**src/rtl/csr_pkg_ysyx.sv**
```systemverilog
// Shared definitions for the machine-mode CSR file and trap sequencer:
// CSR addresses, csr_op encodings, mcause codes and mstatus/mie/mip bit positions.
package csr_pkg_ysyx;

    localparam logic [11:0] CSR_MSTATUS   = 12'h300;
    localparam logic [11:0] CSR_MIE       = 12'h304;
    localparam logic [11:0] CSR_MTVEC     = 12'h305;
    localparam logic [11:0] CSR_MEPC      = 12'h341;
    localparam logic [11:0] CSR_MCAUSE    = 12'h342;
    localparam logic [11:0] CSR_MIP       = 12'h344;
    localparam logic [11:0] CSR_MCYCLE    = 12'hB00;
    localparam logic [11:0] CSR_MCYCLEH   = 12'hB80;
    localparam logic [11:0] CSR_MINSTRET  = 12'hB02;
    localparam logic [11:0] CSR_MINSTRETH = 12'hB82;

    typedef enum logic [1:0] {
        CSR_OP_NONE = 2'b00,
        CSR_OP_RW   = 2'b01,
        CSR_OP_RS   = 2'b10,
        CSR_OP_RC   = 2'b11
    } csr_op_e;

    typedef enum logic {
        TRAP_RUN   = 1'b0,
        TRAP_REDIR = 1'b1
    } trap_state_e;

    localparam logic [31:0] CAUSE_ECALL_M = 32'd11;
    localparam logic [31:0] CAUSE_MTI     = 32'h8000_0007;

    localparam int MSTATUS_MIE_BIT  = 3;
    localparam int MSTATUS_MPIE_BIT = 7;
    localparam int MSTATUS_MPP_LO   = 11;
    localparam int MSTATUS_MPP_HI   = 12;
    localparam int MIE_MTIE_BIT     = 7;
    localparam int MIP_MTIP_BIT     = 7;

    // Vectored mode places the timer interrupt entry at base + 4*cause.
    localparam int MTVEC_MTI_OFFSET = 4 * 7;

endpackage

```
**src/rtl/csr_counter64.sv**
```systemverilog
// 64-bit free-running/event counter built from two halves; a software write to
// either half replaces it and suppresses the increment for that cycle.
module csr_counter64 #(
    parameter int HALF_W = 32
) (
    input  logic                clk,
    input  logic                rst_n,
    input  logic                inc,
    input  logic                wr_lo,
    input  logic                wr_hi,
    input  logic [HALF_W-1:0]   wdata,
    output logic [2*HALF_W-1:0] count
);

    logic [HALF_W-1:0] lo_reg;
    logic [HALF_W-1:0] hi_reg;

    always_ff @(posedge clk or negedge rst_n) begin
        if (!rst_n) begin
            lo_reg <= '0;
            hi_reg <= '0;
        end else if (wr_lo || wr_hi) begin
            if (wr_lo) lo_reg <= wdata;
            if (wr_hi) hi_reg <= wdata;
        end else if (inc) begin
            lo_reg <= lo_reg + 1'b1;
            if (&lo_reg) hi_reg <= hi_reg + 1'b1;
        end
    end

    assign count = {hi_reg, lo_reg};

endmodule

```
**src/rtl/csr_trap_unit.sv**
```systemverilog
// Machine-mode CSR file and trap sequencer with a registered one-cycle redirect.
// Optional 64-bit mcycle/minstret counters are built when CSR_COUNTERS_EN is defined.
module csr_trap_unit
    import csr_pkg_ysyx::*;
#(
    parameter int              XLEN        = 32,
    parameter logic [XLEN-1:0] MSTATUS_RST = 32'h0000_1800,
    parameter logic [XLEN-1:0] MTVEC_RST   = 32'h0000_0000
) (
    input  logic            clk,
    input  logic            rst_n,
    input  logic            valid_i,
    input  logic [XLEN-1:0] pc_i,
    input  logic [1:0]      csr_op_i,
    input  logic [11:0]     csr_addr_i,
    input  logic [XLEN-1:0] csr_wdata_i,
    input  logic            ecall_i,
    input  logic            mret_i,
    input  logic            irq_timer_i,
    output logic [XLEN-1:0] csr_rdata_o,
    output logic            illegal_o,
    output logic            kill_o,
    output logic            redirect_o,
    output logic [XLEN-1:0] redirect_pc_o
);

    logic            mstatus_mie_reg;
    logic            mstatus_mpie_reg;
    logic            mie_mtie_reg;
    logic [XLEN-1:0] mtvec_reg;
    logic [XLEN-1:0] mepc_reg;
    logic [XLEN-1:0] mcause_reg;
    logic [XLEN-1:0] redirect_pc_reg;
    trap_state_e     state_reg;
    trap_state_e     state_next;

    logic            accept;
    logic            irq_pending;
    logic            take_irq;
    logic            take_ecall;
    logic            take_mret;
    logic            trap_event;
    logic            csr_legal;
    logic            csr_we;
    logic [XLEN-1:0] mstatus_val;
    logic [XLEN-1:0] mip_val;
    logic [XLEN-1:0] csr_old;
    logic [XLEN-1:0] csr_new;
    logic [XLEN-1:0] trap_base;
    logic [XLEN-1:0] trap_target;

`ifdef CSR_COUNTERS_EN
    logic [63:0] mcycle_val;
    logic [63:0] minstret_val;

    csr_counter64 #(.HALF_W(32)) u_mcycle (
        .clk   (clk),
        .rst_n (rst_n),
        .inc   (1'b1),
        .wr_lo (csr_we && (csr_addr_i == CSR_MCYCLE)),
        .wr_hi (csr_we && (csr_addr_i == CSR_MCYCLEH)),
        .wdata (csr_new[31:0]),
        .count (mcycle_val)
    );

    csr_counter64 #(.HALF_W(32)) u_minstret (
        .clk   (clk),
        .rst_n (rst_n),
        .inc   (accept && !take_irq && !ecall_i),
        .wr_lo (csr_we && (csr_addr_i == CSR_MINSTRET)),
        .wr_hi (csr_we && (csr_addr_i == CSR_MINSTRETH)),
        .wdata (csr_new[31:0]),
        .count (minstret_val)
    );
`endif

    always_comb begin
        mstatus_val = '0;
        mstatus_val[MSTATUS_MPP_HI:MSTATUS_MPP_LO] = 2'b11;
        mstatus_val[MSTATUS_MPIE_BIT] = mstatus_mpie_reg;
        mstatus_val[MSTATUS_MIE_BIT]  = mstatus_mie_reg;
        mip_val = '0;
        mip_val[MIP_MTIP_BIT] = irq_timer_i;
    end

    always_comb begin
        csr_old   = '0;
        csr_legal = 1'b1;
        case (csr_addr_i)
            CSR_MSTATUS:   csr_old = mstatus_val;
            CSR_MIE:       csr_old[MIE_MTIE_BIT] = mie_mtie_reg;
            CSR_MTVEC:     csr_old = mtvec_reg;
            CSR_MEPC:      csr_old = mepc_reg;
            CSR_MCAUSE:    csr_old = mcause_reg;
            CSR_MIP:       csr_old = mip_val;
`ifdef CSR_COUNTERS_EN
            CSR_MCYCLE:    csr_old = XLEN'(mcycle_val[31:0]);
            CSR_MCYCLEH:   csr_old = XLEN'(mcycle_val[63:32]);
            CSR_MINSTRET:  csr_old = XLEN'(minstret_val[31:0]);
            CSR_MINSTRETH: csr_old = XLEN'(minstret_val[63:32]);
`endif
            default:       csr_legal = 1'b0;
        endcase
    end

    always_comb begin
        case (csr_op_i)
            CSR_OP_RW: csr_new = csr_wdata_i;
            CSR_OP_RS: csr_new = csr_old | csr_wdata_i;
            CSR_OP_RC: csr_new = csr_old & ~csr_wdata_i;
            default:   csr_new = csr_old;
        endcase
    end

    assign csr_rdata_o = csr_old;
    assign illegal_o   = (csr_op_i != CSR_OP_NONE) && !csr_legal;

    // Priority: interrupt > ecall > mret > CSR write.
    assign accept      = valid_i && (state_reg == TRAP_RUN);
    assign irq_pending = irq_timer_i && mie_mtie_reg && mstatus_mie_reg;
    assign take_irq    = accept && irq_pending;
    assign take_ecall  = accept && !irq_pending && ecall_i;
    assign take_mret   = accept && !irq_pending && !ecall_i && mret_i;
    assign trap_event  = take_irq || take_ecall || take_mret;
    assign kill_o      = take_irq;

    // RS/RC with a zero mask must not write (no side effects on read-only CSRs).
    assign csr_we = accept && !irq_pending && !ecall_i && !mret_i
                 && (csr_op_i != CSR_OP_NONE) && csr_legal && (csr_addr_i != CSR_MIP)
                 && ((csr_op_i == CSR_OP_RW) || (csr_wdata_i != '0));

    always_comb begin
        trap_base = {mtvec_reg[XLEN-1:2], 2'b00};
        if (take_mret)
            trap_target = mepc_reg;
        else if (take_irq && (mtvec_reg[1:0] == 2'b01))
            trap_target = trap_base + XLEN'(MTVEC_MTI_OFFSET);
        else
            trap_target = trap_base;
    end

    always_ff @(posedge clk or negedge rst_n) begin
        if (!rst_n) begin
            mstatus_mie_reg  <= MSTATUS_RST[MSTATUS_MIE_BIT];
            mstatus_mpie_reg <= MSTATUS_RST[MSTATUS_MPIE_BIT];
            mie_mtie_reg     <= 1'b0;
            mtvec_reg        <= MTVEC_RST;
            mepc_reg         <= '0;
            mcause_reg       <= '0;
        end else if (take_irq || take_ecall) begin
            mepc_reg         <= pc_i;
            mcause_reg       <= take_irq ? XLEN'(CAUSE_MTI) : XLEN'(CAUSE_ECALL_M);
            mstatus_mpie_reg <= mstatus_mie_reg;
            mstatus_mie_reg  <= 1'b0;
        end else if (take_mret) begin
            mstatus_mie_reg  <= mstatus_mpie_reg;
            mstatus_mpie_reg <= 1'b1;
        end else if (csr_we) begin
            case (csr_addr_i)
                CSR_MSTATUS: begin
                    mstatus_mie_reg  <= csr_new[MSTATUS_MIE_BIT];
                    mstatus_mpie_reg <= csr_new[MSTATUS_MPIE_BIT];
                end
                CSR_MIE:    mie_mtie_reg <= csr_new[MIE_MTIE_BIT];
                CSR_MTVEC:  mtvec_reg    <= csr_new;
                CSR_MEPC:   mepc_reg     <= {csr_new[XLEN-1:2], 2'b00};
                CSR_MCAUSE: mcause_reg   <= csr_new;
                default: ;
            endcase
        end
    end

    always_ff @(posedge clk or negedge rst_n) begin
        if (!rst_n) begin
            redirect_pc_reg <= '0;
        end else if (trap_event) begin
            redirect_pc_reg <= trap_target;
        end
    end

    always_ff @(posedge clk or negedge rst_n) begin
        if (!rst_n) state_reg <= TRAP_RUN;
        else        state_reg <= state_next;
    end

    always_comb begin
        state_next = state_reg;
        case (state_reg)
            TRAP_RUN:   if (trap_event) state_next = TRAP_REDIR;
            TRAP_REDIR: state_next = TRAP_RUN;
            default:    state_next = TRAP_RUN;
        endcase
    end

    always_comb begin
        redirect_o    = (state_reg == TRAP_REDIR);
        redirect_pc_o = redirect_pc_reg;
    end

endmodule
```
**config.mk**
```make
export PLATFORM = sky130hd
export DESIGN_NAME = csr_trap_unit
export DESIGN_NICKNAME = d
export VERILOG_FILES = /design/src/rtl/csr_pkg_ysyx.sv /design/src/rtl/csr_counter64.sv /design/src/rtl/csr_trap_unit.sv
export SDC_FILE = /design/constraint.sdc
export NUM_CORES = 1
export LEC_CHECK = 0
export BUFFER_PORTS_ARGS = -buffer_cell sky130_fd_sc_hd__buf_4
export CAP_MARGIN = 5
export CORE_MARGIN = 5
export CORE_UTILIZATION = 55
export CTS_CLUSTER_DIAMETER = 40
export DETAILED_ROUTE_END_ITERATION = 10
export PLACE_DENSITY = 0.81
export SYNTH_ARGS = -nofsm -noshare
export SYNTH_HDL_FRONTEND = slang
export SYNTH_SLANG_ARGS = --single-unit
```
**constraint.sdc**
```tcl
create_clock -name clk -period 2.2 [get_ports clk]
set_input_delay 0.22 -clock clk [delete_from_list [all_inputs] [get_ports clk]]
set_output_delay 0.22 -clock clk [all_outputs]
set_load 0.005 [all_outputs]
```
==> flow_metrics.py, run 1 <==
metrics = {
    "route": {
        "drt_iter0_markers": 1176,
        "ant_nets": 0,
        "wire_per_inst_um": 21.9,
        "vias": 8270,
        "drc": 0,
        "avgViaCountPerCell": 6.34,
        "dr.pass1.iters": 6,
        "wirelength_mm": 28.6,
    },
    "sta": {
        "tightest_slew_ns": 0.654,
        "hold_violations": 0,
        "slew_headroom_pct": 56.4,
        "fin_crit_sh_pct": 98.6,
        "fmax_ghz": 0.461,
        "setup_viol": 0,
        "holdWs_ns": 0.00973,
        "fin_skew_ns": 0.00697,
        "rsz0062_at_grt": "true",
        "tns_ns": 0,
        "fin_crit_ns": 2.17,
        "finalMaxSlewViolations": 0,
    },
    "setup_path": {
        "criticalPathCategory": "in2out",
        "r2r-end": "redirect_pc_o[30]$_DFFE_PN0N_",
        "r2r-start": "redirect_o$_DFF_PN0_",
        "reg2regPathDepth": 8,
        "required_ns": 1.98,
        "reg2reg_slack_ns": 0.09,
        "critPathLaunch": "csr_addr_i[5]",
        "crit_path_end_kind": "output port",
        "cp_data_arrival_time_ns": 1.95,
        "cp_max_fo": 11,
        "cp-start-kind": "input port",
        "crit_path_end": "csr_rdata_o[27]",
    },
    "cells_and_area": {
        "syn_to_final_growth_pct": 35.1,
        "drive_above_1_share_pct": 29.1,
        "fin_nets": 1198,
        "num-fill-cells": 1037,
        "final_area_um2": 10400,
        "diodes": 0,
    },
    "power_and_ir_drop": {
        "static-leakage-power_uw": 0.00458,
        "ir_drop_uv": 492,
        "p_per_area_nw_per_um2": 636,
    },
    "die": {
        "coreArea_um2": 13800,
        "dieArea_um2": 16500,
        "rows": 43,
        "die_w_um": 128,
        "start_util_pct": 55.8,
        "io_pins": 151,
        "die_y_um": 128,
    },
    "clock_tree": {
        "cts_root_buf": "clkbuf_16",
        "clk_pin_slew_ns": 0.06,
        "cts_tree": "built",
        "cts.sinks": 132,
        "cts.htree.levels": 4,
        "insertion_delay_ns": 0.42,
        "clock_path_buffers": 2,
        "numCtsBuffers": 17,
    },
    "hold_path": {
        "hp-class": "in2reg",
        "whs_path_depth": 3,
    },
    "outcome": {
        "status": "completed",
    },
    "synthesis": {
        "synth_nets": 975,
        "yosysWarnings": 0,
        "synth.avg_cell_area_um2": 8.67,
        "synth_seq_area_share_pct": 42.8,
        "syn_area_um2": 7720,
        "synth.distinct_cells": 63,
        "synth_ff_type": "dfrtp_1",
        "async_flop_share_pct": 100,
        "yosysMostFrequentCell": "nand2_1",
        "syn_inst": 890,
        "ys_top_cells_by_count": "nand2_1, dfrtp_1, o21ai_0, a22oi_1, nand3_1",
        "synth_top_area_cell": "dfrtp_1",
        "synth.top_cell.area_share_pct": 42.8,
        "ys_ff_latch": 132,
        "synth-edff-count": 0,
        "synth.area.top_cells": "dfrtp_1, nand2_1, o21ai_0",
    },
    "global_routing": {
        "grt_pass1_vias": 8035,
        "grt_max_degree": 52,
        "grt-ovfl-total": 0,
        "grtUsageTotal_pct": 34.6,
        "antenna_found_initial": 0,
        "grt_first_pass_wirelength_mm": 43.9,
    },
    "flow_run": {
        "drv_cap": 0,
    },
    "place": {
        "dp_hpwl_mm": 20.3,
        "gp_congestion": 1.01,
        "io_buffers": 150,
        "place_area_um2": 9770,
    },
}
-- how the worst min path moves through the flow --
stage / startpoint / endpoint / slack [ns]
CTS: pc_i[3] / mepc_reg[3]$_DFFE_PN0P_ / 0.007
detailed placement: rst_n / redirect_pc_o[8]$_DFFE_PN0N_ / 0.28
finish: pc_i[3] / mepc_reg[3]$_DFFE_PN0P_ / 0.01
floorplan: rst_n / mcause_reg[0]$_DFFE_PN0P_ / -0.08
global route: pc_i[3] / mepc_reg[3]$_DFFE_PN0P_ / 0.02
global placement: rst_n / redirect_pc_o[8]$_DFFE_PN0N_ / 0.27
-- report_power, final --
group	switching (µW)	internal [µW]	total, µW
clock	1050	1630	2680
sequential	193	2640	2840
combinational	578	532	1110
total	1830	4800	6630
-- worst max-delay path, stage by stage --
cell     delay (ns)
buf_4          0.12
or4_4          0.56
nor4_4         0.23
buf_12         0.18
buf_6          0.16
nand2_1        0.07
o21ai_1        0.14
buf_4          0.16
buf_4          0.10
-- routing by layer --
layer / GRT usage (%) / share of wire (%)
met1: 46.0 / 39
met2: 53.8 / 47
met3: 9.55 / 11
met4: 13.9 / 3.6
met5: 0 / 0
-- metrics by stage --
| step | instances | utilization, % | power (µW) | setup slack [ns] |
|---|---|---|---|---|
| 2_1_floorplan | 890 | - | 3330 | 0.153 |
| 3_3_place_gp | 1268 | 70.6 | 3920 | -0.187 |
| 3_5_place_dp | 1268 | 70.6 | 3950 | -0.225 |
| 4_1_cts | 1303 | 74.9 | 6610 | 0.0128 |
| 5_1_grt | 1305 | 75.4 | 6860 | -0.00893 |
| 6_report | 1305 | 75.4 | 6630 | 0.0304 |
-- repair_timing --
| item | 4_1_cts | 5_1_grt |
|---|---|---|
| endpoints found under the hold margin | 46 | 0 |
| gates cloned | 1 | 0 |
| hold buffers | 3 | 0 |
| setup buffers | 0 | 2 |
| pin swaps | 1 | 0 |
| setup endpoints to repair | 3 | 65 |
| resized for setup | 1 | 12 |
-- cell type report --
cell class                 instances  area [µm²]  share of cell area [%]
clock buffer                      22         474                    4.55
multi-input combinational        675        4130                    39.6
inverter                          15        56.3                   0.540
timing repair buffer             272        2160                    20.7
sequential                       132        3300                    31.7
tap                              180         225                    2.16
clock inverter                     9        78.8                   0.756
-- logic make-up after synthesis --
| kind of cell | count (synthesis) | share of synthesized area (%) |
|---|---|---|
| multiplexers | 17 | 2.30 |
| XOR/XNOR | 58 | 6.58 |
| adder cells (fa/ha/maj) | 1 | 0.162 |
| flip-flops | 132 | 42.8 |
| buffers and inverters | 84 | 4.70 |
| AO/OA/AOI/OAI | 293 | 23.9 |
| AND/OR/NAND/NOR | 305 | 19.5 |
-- layout by cell type (no fill, tap or decap), drive strengths merged, types with 22 or more instances in the layout --
cell type and instances:
and2 30, xnor2 44, nor2 23, o21ai 126, nand2 136, clkbuf 22, a22oi 54, o211ai 22
buf 269, dfrtp 132, nand3 46, a21oi 36
No activity file was read; power rests on OpenSTA's default activity.
==> inputs of run 2 (changes only) <==
==> constraint.sdc (replaced) <==
create_clock -name clk -period 2.2 [get_ports clk]
set_input_delay 0 -clock clk [delete_from_list [all_inputs] [get_ports clk]]
set_output_delay 0 -clock clk [all_outputs]
set_load 0.005 [all_outputs]
==> run 2 against run 1 <==
- critical path depth down 1
- non-clock buffer count down 4
- clock skew up 0.0022 ns
- core utilization up 0.33 points
- highest routed layer unchanged
- critical endpoint is now mepc_reg[28]$_DFFE_PN0P_
- largest cell class unchanged
==> flow_metrics.py, run 2 (synthesis gave the netlist of run 1 again) <==
metrics = {
    "outcome": {
        "status": "completed",
    },
    "place": {
        "io_buffers": 150,
        "gp_congestion": 0.944,
        "dp_hpwl_mm": 19.5,
        "dp_cells": 1226,
    },
    "route": {
        "ant_nets": 0,
        "wirelength_mm": 28.5,
        "wire_per_inst_um": 21.9,
        "drt_iter0_markers": 973,
        "drc": 0,
        "avgViaCountPerCell": 6.29,
        "dr.pass1.iters": 5,
        "vias": 8180,
    },
    "clock_tree": {
        "cts.sinks": 132,
        "insertion_delay_ns": 0.42,
        "cts_root_buf": "clkbuf_16",
        "numCtsBuffers": 17,
        "clk_pin_slew_ns": 0.06,
        "cts_tree": "built",
        "clock_path_buffers": 2,
        "cts.htree.levels": 4,
    },
    "power_and_ir_drop": {
        "p_per_area_nw_per_um2": 616,
        "ir_drop_uv": 519,
        "static-leakage-power_uw": 0.00452,
    },
    "die": {
        "coreArea_um2": 13800,
        "io_pins": 151,
        "die_y_um": 128,
        "rows": 43,
        "die_w_um": 128,
        "start_util_pct": 55.8,
        "dieArea_um2": 16500,
    },
    "setup_path": {
        "crit_path_end": "mepc_reg[28]$_DFFE_PN0P_",
        "cp_data_arrival_time_ns": 2.48,
        "cp-start-kind": "flip-flop",
        "criticalPathCategory": "reg2reg",
        "cp_max_fo": 9,
        "reg2reg_slack_ns": 0.05,
        "critPathLaunch": "mie_mtie_reg$_DFFE_PN0P_",
        "reg2regPathDepth": 8,
        "crit_path_end_kind": "flip-flop",
        "required_ns": 2.53,
        "r2r-end": "mepc_reg[28]$_DFFE_PN0P_",
        "r2r-start": "mie_mtie_reg$_DFFE_PN0P_",
    },
    "global_routing": {
        "antenna_found_initial": 0,
        "grtUsageTotal_pct": 33.4,
        "grt_max_degree": 58,
        "grt_pass1_vias": 7845,
        "grt_first_pass_wirelength_mm": 42.8,
        "grt-ovfl-total": 0,
    },
    "sta": {
        "setup_viol": 0,
        "finalMaxSlewViolations": 0,
        "fin_crit_ns": 2.15,
        "fin_crit_sh_pct": 97.6,
        "fmax_ghz": 0.466,
        "slew_headroom_pct": 46.5,
        "fin_skew_ns": 0.00917,
        "rsz0062_at_grt": "true",
        "hold_violations": 0,
        "tightest_slew_ns": 0.802,
        "holdWs_ns": 0.0150,
    },
    "cells_and_area": {
        "fin_nets": 1194,
        "syn_to_final_growth_pct": 35.7,
        "fin_util_pct": 75.7,
        "diodes": 0,
        "drive_above_1_share_pct": 26.3,
        "layout_commonest_cell": "buf_4",
        "final_cell_mix": "buf_4, nand2_1, dfrtp_1",
        "num-fill-cells": 962,
        "stdcell_count": 1300,
    },
    "hold_path": {
        "hp-class": "in2reg",
    },
    "flow_run": {
        "drv_cap": 0,
    },
}
-- run 2: cell types whose count changed in the layout (fill, tap and decap cells not counted), moves of 2 or more --
cell           change
buf_4             -37
clkbuf_8           -2
nand3_2            +2
dlygate4sd3_1     +30
dfrtp_2            +2
dfrtp_1            -2
o2bb2ai_2          -2
o2bb2ai_1          +2
clkinv_4           +2
-- run 2: routing by layer --
metal / track usage [%] / routed length, µm / vias to the layer above
met4: 11.0 / 869 / 0
met5: 0 / 0 / -
met3: 8.88 / 3500 / 78
li1: - / - / 3660
met1: 46.5 / 11100 / 3879
met2: 51.1 / 13000 / 563
-- run 2: worst min-delay path by stage --
stage	startpoint	to	slack [ns]	cells past startpoint
after floorplan	rst_n	mcause_reg[0]$_DFFE_PN0P_	-0.30	0
after global placement	rst_n	redirect_pc_o[5]$_DFFE_PN0N_	0.11	1
after detailed placement	rst_n	redirect_pc_o[8]$_DFFE_PN0N_	0.12	1
after CTS	csr_wdata_i[12]	mcause_reg[12]$_DFFE_PN0P_	0.005	4
after global routing	csr_wdata_i[12]	mepc_reg[12]$_DFFE_PN0P_	0.01	4
final	csr_wdata_i[12]	mcause_reg[12]$_DFFE_PN0P_	0.01	4
-- run 2: final cells by class --
type	instances	area, µm²	share of cell area [%]
clock buffer	21	450	4.30
clock inverter	9	60.1	0.573
inverter	15	56.3	0.538
multi-input combinational	675	4140	39.5
sequential	132	3310	31.6
tap	180	225	2.15
timing repair buffer	268	2240	21.4
-- run 2: through the flow --
stage	TNS, ns	setup slack [ns]	total power, µW	cell area (µm²)
6_report	0	0.0521	6450	10500
4_1_cts	0	0.00816	6430	10300
3_5_place_dp	-0.0679	-0.0159	3910	9470
3_3_place_gp	0	0.00969	3870	9470
2_1_floorplan	0	0.232	3330	7720
5_1_grt	-0.00750	-0.00457	6680	10500
-- run 2: timing repair --
item	4_1_cts	5_1_grt
hold buffers	33	0
cloned	0	4
setup buffers	0	7
setup endpoints to repair	1	69
gates resized for setup	1	16
endpoints found under the hold margin	85	0
pin swaps	0	4
-- run 2: where the power goes --
part	internal [µW]	leakage [µW]	total, µW	switching (µW)
registers	2650	0.00176	2830	184
logic	540	0.00252	1120	580
clock network	1450	0.000245	2500	1050
-- run 2: worst max-delay path, cell delays in order, from the launching register on --
cell and delay [ns]:
dfrtp_2 0.44, a31oi_4 0.19, nand4b_1 0.16, a41oi_2 0.23
buf_6 0.15, nand4_1 0.25, buf_4 0.26, clkbuf_16 0.17
o211ai_1 0.20
==> inputs of run 3 (changes only) <==
Settings changed: MAX_ROUTING_LAYER set to met4.
Clock period 2.2 ns to 2.7 ns, I/O delays scaled along.
==> run 3 against run 2 <==
- cell count is 3.0% lower
- setup slack better by 0.10 ns
- register-to-register slack better by 0.10 ns
- sequential power is 18% lower
- flip-flop and latch count stayed put
- first-iteration DRC count is 2.9% lower
- total power is 14% lower
- die area stayed put
- clock power is 7% lower
- final area is 3.2% lower
- hold slack better by 0.021 ns
- routed wire length is 3.6% lower
- largest cell class unchanged
- highest routed layer unchanged
==> flow_metrics.py, run 3 (synthesis gave the netlist of run 1 again) <==
metrics = {
    "place": {
        "io_buffers": 150,
        "gp_congestion": 0.995,
        "dp_hpwl_mm": 18.8,
    },
    "global_routing": {
        "grt-ovfl-total": 0,
        "grt_max_degree": 85,
        "grt_pass1_vias": 7987,
        "grtUsageTotal_pct": 34.2,
        "antenna_found_initial": 1,
        "grt_first_pass_wirelength_mm": 42.6,
    },
    "flow_run": {
        "drv_cap": 0,
    },
    "setup_path": {
        "criticalPathCategory": "reg2reg",
        "cp_cell_sequence": "a31oi_1 -> nand4b_1 -> a41oi_1 -> buf_4 -> nand3_2 -> buf_4 -> o21ai_0",
        "cpMaxStageDelayCell": "dfrtp_1",
        "cp-start-kind": "flip-flop",
        "cpPeakStageDelay_ns": 0.43,
        "cp_max_fo": 22,
        "required_ns": 3.03,
        "crit_path_frequent_cell": "buf_4",
        "crit_path_end_kind": "flip-flop",
        "cp_data_arrival_time_ns": 2.88,
    },
    "sta": {
        "tightest_slew_ns": 0.721,
        "tns_ns": 0,
        "fin_crit_sh_pct": 94.3,
        "setup_viol": 0,
        "fin_skew_ns": 0.00903,
        "fmax_ghz": 0.393,
        "rsz0062_at_grt": "false",
        "slew_headroom_pct": 51.5,
        "hold_violations": 0,
        "fin_crit_ns": 2.55,
        "finalMaxSlewViolations": 0,
    },
    "die": {
        "coreArea_um2": 13800,
        "io_pins": 151,
        "rows": 43,
        "start_util_pct": 55.8,
        "die_y_um": 128,
        "die_w_um": 128,
        "dieArea_um2": 16500,
    },
    "outcome": {
        "status": "completed",
    },
    "power_and_ir_drop": {
        "p_per_area_nw_per_um2": 546,
        "power_uw": 5530,
        "static-leakage-power_uw": 0.00431,
        "ir_drop_uv": 468,
    },
    "clock_tree": {
        "clock_path_buffers": 2,
        "cts.sinks": 132,
        "insertion_delay_ns": 0.43,
        "cts_root_buf": "clkbuf_16",
        "cts_tree": "built",
        "cts.htree.levels": 4,
        "numCtsBuffers": 17,
        "postCtsSetupRepairBufs": 0,
        "clk_pin_slew_ns": 0.06,
    },
    "route": {
        "wire_per_inst_um": 21.8,
        "vias": 8104,
        "ant_nets": 0,
        "top_layer_used": "met4",
        "avgViaCountPerCell": 6.43,
        "wl_met3_mm": 3.10,
        "wl_met1_mm": 10.5,
        "drt_iter0_markers": 945,
        "wirelength_mm": 27.4,
        "drc": 0,
        "dr_wl_met2_mm": 12.7,
        "dr.pass1.iters": 5,
    },
    "cells_and_area": {
        "fin_nets": 1152,
        "layout_commonest_cell": "buf_4",
        "num-fill-cells": 1027,
        "drive_above_1_share_pct": 22.7,
        "final_cell_mix": "buf_4, nand2_1, dfrtp_1",
        "syn_to_final_growth_pct": 31.3,
    },
    "hold_path": {
        "hp-class": "in2reg",
    },
}
[run 3: per-layer routing]
metal / up-vias / GRT usage (%)
met5: - / -
met4: 0 / 14.0
met3: 109 / 8.01
met2: 537 / 52.6
met1: 3879 / 43.8
li1: 3579 / -
[run 3: layout make-up]
type	count	area, µm²	area share, %
diodes	1	2.50	0.0247
well taps	180	225	2.22
inverters	15	56.3	0.556
multi-input cells	674	4090	40.4
clock inverters	11	126	1.25
flip-flops and latches	132	3300	32.6
repair buffers	227	1860	18.3
clock buffers	21	470	4.64
[run 3: worst max-delay path, delay by kind of cell, from the launching register on]
kind / cells / cell delay, ns
buffers and inverters: 2 / 0.55
flip-flops: 1 / 0.43
AND/OR/NAND/NOR: 2 / 0.64
AO/OA/AOI/OAI: 3 / 0.82
[run 3: metrics by stage]
step / cell area, µm² / cells / hold slack (ns) / setup WS [ns] / util, %
after floorplan: 7720 / 890 / -0.296 / 0.732 / -
after global placement: 9150 / 1191 / -0.00456 / 0.0741 / 66.2
after detailed placement: 9150 / 1191 / -0.00514 / 0.0411 / 66.2
after CTS: 10100 / 1260 / 0.0160 / 0.0314 / 73.2
after global routing: 10100 / 1261 / 0.0429 / 0.0152 / 73.3
final: 10100 / 1261 / 0.0359 / 0.154 / 73.3
[run 3: final timing paths]
path / slack, ns / from / end / cells after the start
worst min register to register: 0.51 / redirect_pc_o[1]$_DFFE_PN0N_ / redirect_pc_o[1]$_DFFE_PN0N_ / 1
worst max-delay path: 0.15 / mie_mtie_reg$_DFFE_PN0P_ / mtvec_reg[25]$_DFFE_PN0P_ / 7
min in group asynchronous: 0.07 / rst_n / mcause_reg[5]$_DFFE_PN0P_ / 2
worst min-delay path: 0.04 / csr_wdata_i[2] / mcause_reg[2]$_DFFE_PN0P_ / 4
max in group asynchronous: 1.79 / rst_n / redirect_pc_o[3]$_DFFE_PN0N_ / 3
worst max register to register: 0.15 / mie_mtie_reg$_DFFE_PN0P_ / mtvec_reg[25]$_DFFE_PN0P_ / 7
[run 3: where the power goes]
part           total (µW)  switching (µW)  internal [µW]
logic                 899             471            428
clock network        2320             889           1430
registers            2310             154           2150
total                5530            1510           4020
[run 3: repair_timing]
action | CTS | global route
endpoints found under the setup margin | 0 | 4
gates resized for setup | 0 | 2
hold buffers | 37 | 0
endpoints found under the hold margin | 84 | 0
